===== config.mk =====
export PLATFORM = sky130hd
export DESIGN_NAME = alu_share_arb
export DESIGN_NICKNAME = d
export VERILOG_FILES = /design/src/rtl/alu_pkg.sv /design/src/rtl/alu_share_arb_rr_arb2.sv /design/src/rtl/alu_share_arb.sv
export SDC_FILE = /design/constraint.sdc
export NUM_CORES = 1
export LEC_CHECK = 0
export ABC_CLOCK_PERIOD_IN_PS = 1700
export CORE_AREA = 2 2 123 125
export DETAILED_ROUTE_END_ITERATION = 16
export DIE_AREA = 0 0 125 127
export PLACE_DENSITY = 0.76
export SLEW_MARGIN = 20
export SYNTH_ARGS = -nofsm -noshare
export SYNTH_HDL_FRONTEND = slang
export SYNTH_SLANG_ARGS = --single-unit
export TNS_END_PERCENT = 1

===== constraint.sdc =====
create_clock -name clk -period 1.7 [get_ports clk]
set_input_delay 0.34 -clock clk [delete_from_list [all_inputs] [get_ports clk]]
set_output_delay 0.34 -clock clk [all_outputs]
set_load 0.05 [all_outputs]

===== src/rtl/alu_pkg.sv =====
// Shared opcode/bonus encodings, arbiter FSM states and opcode legality check
// for the shared-ALU request arbiter.
package alu_pkg;

  localparam logic [3:0] OP_AND  = 4'd0;
  localparam logic [3:0] OP_OR   = 4'd1;
  localparam logic [3:0] OP_ADD  = 4'd2;
  localparam logic [3:0] OP_SUB  = 4'd6;
  localparam logic [3:0] OP_SLT  = 4'd7;
  localparam logic [3:0] OP_NOR  = 4'd12;
  localparam logic [3:0] OP_NAND = 4'd13;

  localparam logic [2:0] B_SLT = 3'd0;
  localparam logic [2:0] B_SGT = 3'd1;
  localparam logic [2:0] B_SLE = 3'd2;
  localparam logic [2:0] B_SGE = 3'd3;
  localparam logic [2:0] B_SNE = 3'd4;
  localparam logic [2:0] B_SEQ = 3'd6;

  typedef enum logic [1:0] {
    ST_IDLE = 2'd0,
    ST_EXEC = 2'd1,
    ST_RESP = 2'd2
  } state_e;

  // Bonus only qualifies the compare family (op 7); other legal ops ignore it.
  function automatic logic op_legal(input logic [3:0] op, input logic [2:0] bonus);
    logic ok;
    ok = 1'b0;
    case (op)
      OP_AND, OP_OR, OP_ADD, OP_SUB, OP_NOR, OP_NAND: ok = 1'b1;
      OP_SLT: begin
        case (bonus)
          B_SLT, B_SGT, B_SLE, B_SGE, B_SNE, B_SEQ: ok = 1'b1;
          default:                                  ok = 1'b0;
        endcase
      end
      default: ok = 1'b0;
    endcase
    return ok;
  endfunction

  function automatic logic op_has_cv(input logic [3:0] op);
    return (op == OP_ADD) || (op == OP_SUB);
  endfunction

endpackage


===== src/rtl/alu_share_arb_rr_arb2.sv =====
// Two-way round-robin arbiter; the pointer names the port holding priority and
// moves to the other port whenever a grant is issued.
module rr_arb2 #(
  parameter logic RR_INIT = 1'b0
) (
  input  logic clk,
  input  logic rst_n,
  input  logic en,
  input  logic valid0,
  input  logic valid1,
  output logic gnt0,
  output logic gnt1,
  output logic gnt_port
);

  logic ptr_q, ptr_d;

  always_comb begin
    gnt0 = 1'b0;
    gnt1 = 1'b0;
    if (en) begin
      if (valid0 && (!valid1 || !ptr_q)) gnt0 = 1'b1;
      else if (valid1)                   gnt1 = 1'b1;
    end
    gnt_port = gnt1;
    // A grant is always accepted, so the winner gives up priority here.
    ptr_d = (gnt0 || gnt1) ? gnt0 : ptr_q;
  end

  always_ff @(posedge clk) begin
    if (!rst_n) ptr_q <= RR_INIT;
    else        ptr_q <= ptr_d;
  end

endmodule


===== src/rtl/alu_share_arb.sv =====
// Shares one external combinational ALU between two requesters: arbitrates,
// drives the ALU for one cycle, and returns a registered, port-tagged response.
module alu_share_arb
  import alu_pkg::*;
#(
  parameter int unsigned DATA_W  = 32,
  parameter logic        RR_INIT = 1'b0
) (
  input  logic              clk,
  input  logic              rst_n,
  input  logic              req0_valid,
  output logic              req0_ready,
  input  logic [DATA_W-1:0] req0_src1,
  input  logic [DATA_W-1:0] req0_src2,
  input  logic [3:0]        req0_op,
  input  logic [2:0]        req0_bonus,
  input  logic              req1_valid,
  output logic              req1_ready,
  input  logic [DATA_W-1:0] req1_src1,
  input  logic [DATA_W-1:0] req1_src2,
  input  logic [3:0]        req1_op,
  input  logic [2:0]        req1_bonus,
  output logic              rsp_valid,
  input  logic              rsp_ready,
  output logic              rsp_port,
  output logic [DATA_W-1:0] rsp_result,
  output logic [2:0]        rsp_zcv,
  output logic              rsp_err,
  output logic [DATA_W-1:0] alu_src1,
  output logic [DATA_W-1:0] alu_src2,
  output logic [3:0]        alu_ctrl,
  output logic [2:0]        alu_bonus,
  input  logic [DATA_W-1:0] alu_result,
  input  logic              alu_zero,
  input  logic              alu_cout,
  input  logic              alu_overflow
);

  state_e state_q, state_d;

  logic gnt0, gnt1, gnt_port, arb_en, hs;

  logic [DATA_W-1:0] sel_src1, sel_src2;
  logic [3:0]        sel_op;
  logic [2:0]        sel_bonus;

  // The ALU-facing registers double as the operand latch, so the ALU inputs
  // only change on a legal accept and hold otherwise.
  logic [DATA_W-1:0] alu_src1_q, alu_src1_d;
  logic [DATA_W-1:0] alu_src2_q, alu_src2_d;
  logic [3:0]        alu_ctrl_q, alu_ctrl_d;
  logic [2:0]        alu_bonus_q, alu_bonus_d;
  logic              port_q, port_d;
  logic [DATA_W-1:0] rsp_result_q, rsp_result_d;
  logic [2:0]        rsp_zcv_q, rsp_zcv_d;
  logic              rsp_err_q, rsp_err_d;

  assign arb_en = rst_n && (state_q == ST_IDLE);

  rr_arb2 #(
    .RR_INIT (RR_INIT)
  ) u_arb (
    .clk      (clk),
    .rst_n    (rst_n),
    .en       (arb_en),
    .valid0   (req0_valid),
    .valid1   (req1_valid),
    .gnt0     (gnt0),
    .gnt1     (gnt1),
    .gnt_port (gnt_port)
  );

  assign hs = gnt0 || gnt1;

  always_comb begin
    sel_src1  = gnt1 ? req1_src1  : req0_src1;
    sel_src2  = gnt1 ? req1_src2  : req0_src2;
    sel_op    = gnt1 ? req1_op    : req0_op;
    sel_bonus = gnt1 ? req1_bonus : req0_bonus;
  end

  always_comb begin
    state_d      = state_q;
    alu_src1_d   = alu_src1_q;
    alu_src2_d   = alu_src2_q;
    alu_ctrl_d   = alu_ctrl_q;
    alu_bonus_d  = alu_bonus_q;
    port_d       = port_q;
    rsp_result_d = rsp_result_q;
    rsp_zcv_d    = rsp_zcv_q;
    rsp_err_d    = rsp_err_q;
    case (state_q)
      ST_IDLE: begin
        if (hs) begin
          port_d = gnt_port;
          if (op_legal(sel_op, sel_bonus)) begin
            alu_src1_d  = sel_src1;
            alu_src2_d  = sel_src2;
            alu_ctrl_d  = sel_op;
            alu_bonus_d = sel_bonus;
            state_d     = ST_EXEC;
          end else begin
            rsp_result_d = '0;
            rsp_zcv_d    = '0;
            rsp_err_d    = 1'b1;
            state_d      = ST_RESP;
          end
        end
      end
      ST_EXEC: begin
        rsp_result_d = alu_result;
        rsp_zcv_d    = {alu_zero,
                        op_has_cv(alu_ctrl_q) ? {alu_cout, alu_overflow} : 2'b00};
        rsp_err_d    = 1'b0;
        state_d      = ST_RESP;
      end
      ST_RESP: begin
        if (rsp_ready) state_d = ST_IDLE;
      end
      default: state_d = ST_IDLE;
    endcase
  end

  always_ff @(posedge clk) begin
    if (!rst_n) begin
      state_q      <= ST_IDLE;
      alu_src1_q   <= '0;
      alu_src2_q   <= '0;
      alu_ctrl_q   <= '0;
      alu_bonus_q  <= '0;
      port_q       <= 1'b0;
      rsp_result_q <= '0;
      rsp_zcv_q    <= '0;
      rsp_err_q    <= 1'b0;
    end else begin
      state_q      <= state_d;
      alu_src1_q   <= alu_src1_d;
      alu_src2_q   <= alu_src2_d;
      alu_ctrl_q   <= alu_ctrl_d;
      alu_bonus_q  <= alu_bonus_d;
      port_q       <= port_d;
      rsp_result_q <= rsp_result_d;
      rsp_zcv_q    <= rsp_zcv_d;
      rsp_err_q    <= rsp_err_d;
    end
  end

  assign req0_ready = gnt0;
  assign req1_ready = gnt1;
  assign rsp_valid  = (state_q == ST_RESP);
  assign rsp_port   = port_q;
  assign rsp_result = rsp_result_q;
  assign rsp_zcv    = rsp_zcv_q;
  assign rsp_err    = rsp_err_q;
  assign alu_src1   = alu_src1_q;
  assign alu_src2   = alu_src2_q;
  assign alu_ctrl   = alu_ctrl_q;
  assign alu_bonus  = alu_bonus_q;

endmodule


After elaboration in Yosys (flattened, before gate mapping)
Cells that the tools add are included.

Output and inout port bits: 111. Input port bits: 182. Register bits after elaboration: 111. Logic and storage cells: 72.

Reduce and logical (&&, ||, !) cells: 17. Eq/ne operators: 18. Multiplexer cells: 27.

Operators with widths (number): $mux W32 (4); $pmux W32 S2 (1); $eq A4 B3 Y1 const B (3); $reduce_or A6 Y1 (2); $mux W1 (10); $mux W3 (3); $eq A4 B2 Y1 const B (2); $eq A4 B4 Y1 const B (2); $mux W2 (4); $eq A3 B2 Y1 const B (2); $eq A3 B3 Y1 const B (2); $pmux W2 S3 (1); $pmux W3 S2 (1); $reduce_and A3 Y1 (2); $eq A4 B1 Y1 const B (1); $logic_not A4 Y1 (1); $mux W4 (1); $ne A2 B2 Y1 const B (2); $pmux W1 S2 (2); $reduce_and A2 Y1 (2); $eq A3 B1 Y1 const B (1); $logic_not A3 Y1 (1); $logic_or A1 B1 Y1 (3); $eq A2 B1 Y1 const B (1); other kinds (6) (8).

Depth between registers and ports, before layout
Depth after elaboration: 15. Mapped depth: 8.

Hierarchy
From an unflattened synthesis, not the netlist that was laid out.

Cells, all modules: 457. Area total of the unflattened synthesis: 4844.6 um^2.

By module, submodules not included: alu_share_arb (area an instance 4778.3 um^2, cells an instance 447, instances 1, seq. area each 2202.1 um^2); rr_arb2 (area an instance 66.3 um^2, cells an instance 10, instances 1, seq. area each 20.0 um^2).

Least setup slack after synthesis
OpenSTA, ideal clock, no wires.

Path kind: reg-to-output. From: register state_q[0]. To: output req0_ready. Slack: -0.559 ns. Data required time: 1.360 ns. Arrival time: 1.919 ns. Stages on the path, launching flop included: 6. Path through: dfxtp_1 > nor3b_4 > nand3_4 > clkinv_2 > clkbuf_1 > nor2_1.

Cells in the longest elaborated chain, start to end: 3.

RTL lines: start: declaration (RTL line alu_share_arb.sv:39) `state_e state_q, state_d;`; start signal: assignment (RTL line alu_share_arb.sv:136) `state_q <= state_d;`; $logic_not A2 Y1 (RTL line alu_share_arb.sv:58) `assign arb_en = rst_n && (state_q == ST_IDLE);`; $logic_and A1 B1 Y1 (RTL line alu_share_arb.sv:58); $mux W1 (RTL line alu_share_arb_rr_arb2.sv:21) `if (en) begin`; end: declaration (RTL line alu_share_arb.sv:12) `output logic req0_ready,`.

No other way between the ends.

Worst setup path after layout
From: register state_q[1]. To: register rsp_result_q[25], in the netlist rsp_result[25].

Cells in the longest elaborated chain, start to end: 12. Elaborated cells between the ends (all ways): 32. Those cells by class: eq/ne (14); mux (9); reduce/logical (9).

RTL lines: $logic_not A2 Y1 (RTL line alu_share_arb.sv:58, alu_share_arb.sv:92); $logic_and A1 B1 Y1 (RTL line alu_share_arb.sv:58); $mux W1 (RTL line alu_share_arb_rr_arb2.sv:21); $mux W3 (RTL line alu_share_arb.sv:79) `sel_bonus = gnt1 ? req1_bonus : req0_bonus;`; $eq A3 B1 Y1, or another cell as far along (RTL line alu_pkg.sv:33) `case (bonus)`; $reduce_or A6 Y1 (RTL line alu_pkg.sv:33); $mux W1 (RTL line alu_pkg.sv:33); $pmux W1 S2 (RTL line alu_pkg.sv:30) `case (op)`; $mux W1 (RTL line alu_share_arb.sv:94) `if (hs) begin`; $mux W1 (RTL line alu_share_arb.sv:92) `case (state_q)`; $ne A2 B2 Y1 (no line); $reduce_and A3 Y1 (no line); end signal: assignment (RTL line alu_share_arb.sv:142) `rsp_result_q <= rsp_result_d;`; end: declaration (RTL line alu_share_arb.sv:54) `logic [DATA_W-1:0] rsp_result_q, rsp_result_d;`.

Several ways; a longest one is shown, not always the timed one. The select of a mux whose other input is x is not followed. A chain may end at the register's enable or synchronous reset.

==> metrics.md <==
| Metric | Value |
|---|---|
| Outcome | `complete, but fails checks` |
| Failing checks | `negative setup slack` |
| DRC violations left | `0` |
| Critical path's top delay family | `buffers and inverters` |
| Root Driver | `clkbuf_16` |
| Die Ht | `127 um` |
| Actual slew at the worst max-slew pin | `0.803 ns` |
| Post-synth EDFFs | `0` |
| Layout cell share with drive strength beyond 1 | `0.241` |
| Worst path slowest cell | `dfxtp_2` |
| Async SR Flop Fraction | `0` |
| CP endpoint kind | `register` |
| TritonRoute pass-1 iters | `5` |
| Tmin final | `1.93 ns` |
| # fillers | `1208` |
| Die extent in x | `125 um` |
| Final worst slack | `-0.227 ns` |
| Worst EP required | `1.95 ns` |
| Max clock buf depth | `2` |
| CP max stage delay | `0.34 ns` |
| Vias per inst | `5.26` |
| Crit-path most repeated cell | `buf_6` |
| Ant diodes | `0` |
| Initial DRC count | `229` |
| Kind of critical path | `register to register` |
| Mapped Area | `4880 sq um` |
| Nets | `1003` |
| Post-synthesis register bit count | `111` |
| Cells after synthesis | `521` |
| Initial core utilization | `0.338` |
| Worst-path fanout max | `5` |
| Buf/Inv on CP | `5` |
| Cell area after layout | `8530 sq um` |
| Worst path arrival time | `2.18 ns` |
| Number of global-route vias before repair | `5327` |
| Synthesis warning total | `0` |
| Die area | `15900 sq um` |
| P&R area growth vs syn | `74.8%` |
| CP startpoint kind | `register` |
| DR WL/cell | `17.9 um` |
| Post-DP Area | `7790 sq um` |
| Fmax | `0.519 GHz` |
| Max_slew headroom | `0.465` |
| Unrepaired setup endpoints after global routing | `yes` |
| # rows | `44` |
| Gr ovfl total | `0` |
| Max Slew Vio Count | `0` |
| H-tree Lvls | `3` |
| Synth cell types | `34` |
| Setup TNS | `-13.71 ns` |
| Worst hold-check path type | `register to register` |
| Total GRT Usage | `0.219` |
| Clk_lat worst skew | `0.36 ns` |
| Sequential-to-total area share from yosys stat | `0.455` |
| Top_reg_cell synth | `dfxtp_1` |
| Total CTS buffers | `9` |
| Post-DP HPWL | `12.1 mm` |
| Max-Cap Viols | `0` |
| Endpoints failing setup | `109` |
| Final wirelength | `18.0 mm` |
| Leak | `4.33 nW` |
| Top Ports | `293` |
| Peak supply drop | `520 uV` |
| CTS tree | `built` |
| Port Buffers | `292` |
| Core area | `14400 sq um` |
| Avg Synthesized Cell Area | `9.37 sq um` |
| PwrDens | `930 nW/um^2` |
| Final Cycle Share | `1.13` |
| Syn_nets | `703` |
| Via count | `5317` |
| Clk slew on worst S/H paths | `0.08 ns` |
| Clk_skew | `0.00725 ns` |
| Largest net degree at the start of global routing | `77` |
| Final Hold Fails | `0` |
| Initial antenna violation count | `0` |
| First-pass GRT wire length | `28.0 mm` |
| Antenna-violating nets left | `0` |
| Worst path cell trace | `nor3b_4, buf_6, nand4_1, o32ai_4, buf_6, a21oi_4, buf_6, buf_12, buf_16, a22o_1` |
| GPL Wtd Cong | `0.911` |
| WHS | `0.481 ns` |
| Sink Count | `111` |
through the flow:
stage,worst slack [ns],util,power (W),instances
final,-0.227,0.591,0.00793,1010
after global routing,-0.278,0.591,0.00825,1010
after CTS,-0.214,0.590,0.00798,1010
after detailed placement,-0.702,0.540,0.00543,974
after global placement,-0.632,0.540,0.00540,974
after floorplan,-0.0100,-,0.00441,521
final timing paths:
kind	cells past startpoint	startpoint	end	slack, ns
setup / recovery	10	state_q[1]	rsp_result[25]	-0.23
hold / removal	1	rsp_result[0]	rsp_result[0]	0.48
hold reg to reg	1	rsp_result[0]	rsp_result[0]	0.48
setup reg to reg	10	state_q[1]	rsp_result[25]	-0.23
cells in the mapped netlist, types with 2 or more instances:
cell type,count,share of area
buf_6,17,0.039
nor2_1,5,0.0038
o211a_1,71,0.15
nor2b_1,7,0.0090
dfxtp_1,111,0.46
and2_1,2,0.0026
buf_4,2,0.0031
clkbuf_1,32,0.025
a22o_1,35,0.063
nand2b_1,2,0.0026
nand4_1,71,0.091
a2111oi_0,2,0.0036
a21oi_1,3,0.0031
nand2_1,141,0.11
timing repair:
action                                 CTS  global route
cloned                                   7             0
buffers inserted                        14             0
setup endpoints to repair              111           109
hold buffers                             0             0
endpoints found under the hold margin    0             0
pin swaps                               15             3
resized for setup                       36             7
kinds of logic (layout without fill, tap and decap cells):
group / count (synthesis) / count (layout) / synth area share
AND/OR/NAND/NOR: 234 / 234 / 0.231
flip-flops: 111 / 111 / 0.455
buffers and inverters: 54 / 359 / 0.0697
AO/OA/AOI/OAI: 122 / 122 / 0.244
cell usage in the layout (no fill, tap or decap), types with 2 or more instances in the layout:
master	n
clkbuf_16	9
nor2b_1	5
a22o_1	35
dfxtp_2	3
nor2b_2	2
and2_1	2
clkdlybuf4s50_1	168
nor2_4	3
buf_4	131
inv_8	3
a21oi_1	3
buf_16	7
dfxtp_1	108
o211a_1	71
nand4_1	71
buf_12	14
nor2_1	3
dlygate4sd2_1	10
nand2_1	141
clkinv_4	2
buf_6	6
flip-flops by register name, indices dropped and copies added, names as in the netlist:
register and count:
rsp_result 32, alu_src2 32, state_q 2, rsp_port 1, rsp_err 1, alu_ctrl 4
alu_src1 32, u_arb.ptr_q 1, alu_bonus 3, rsp_zcv 3
layout make-up:
class,instances,area [sq um],share of cell area
inverter,1,8.76,0.00103
clock inverter,7,97.6,0.0114
multi-input combinational,356,2370,0.277
clock buffer,9,225,0.0264
timing repair buffer,342,3380,0.396
sequential,111,2230,0.261
tap,184,230,0.0270
layer usage:
metal / wire, um / vias up / global-route usage
li1: - / 2526 / -
met1: 7240 / 2483 / 0.257
met2: 8680 / 286 / 0.376
met3: 1720 / 22 / 0.0737
met4: 410 / 0 / 0.0797
met5: 0 / - / 0
power breakdown:
part | switching (W) | internal (W)
clock | 0.00109 | 0.00120
combinational | 0.00150 | 0.00122
sequential | 0.000124 | 0.00281
total | 0.00271 | 0.00522
No activity file was read; power rests on OpenSTA's default activity.
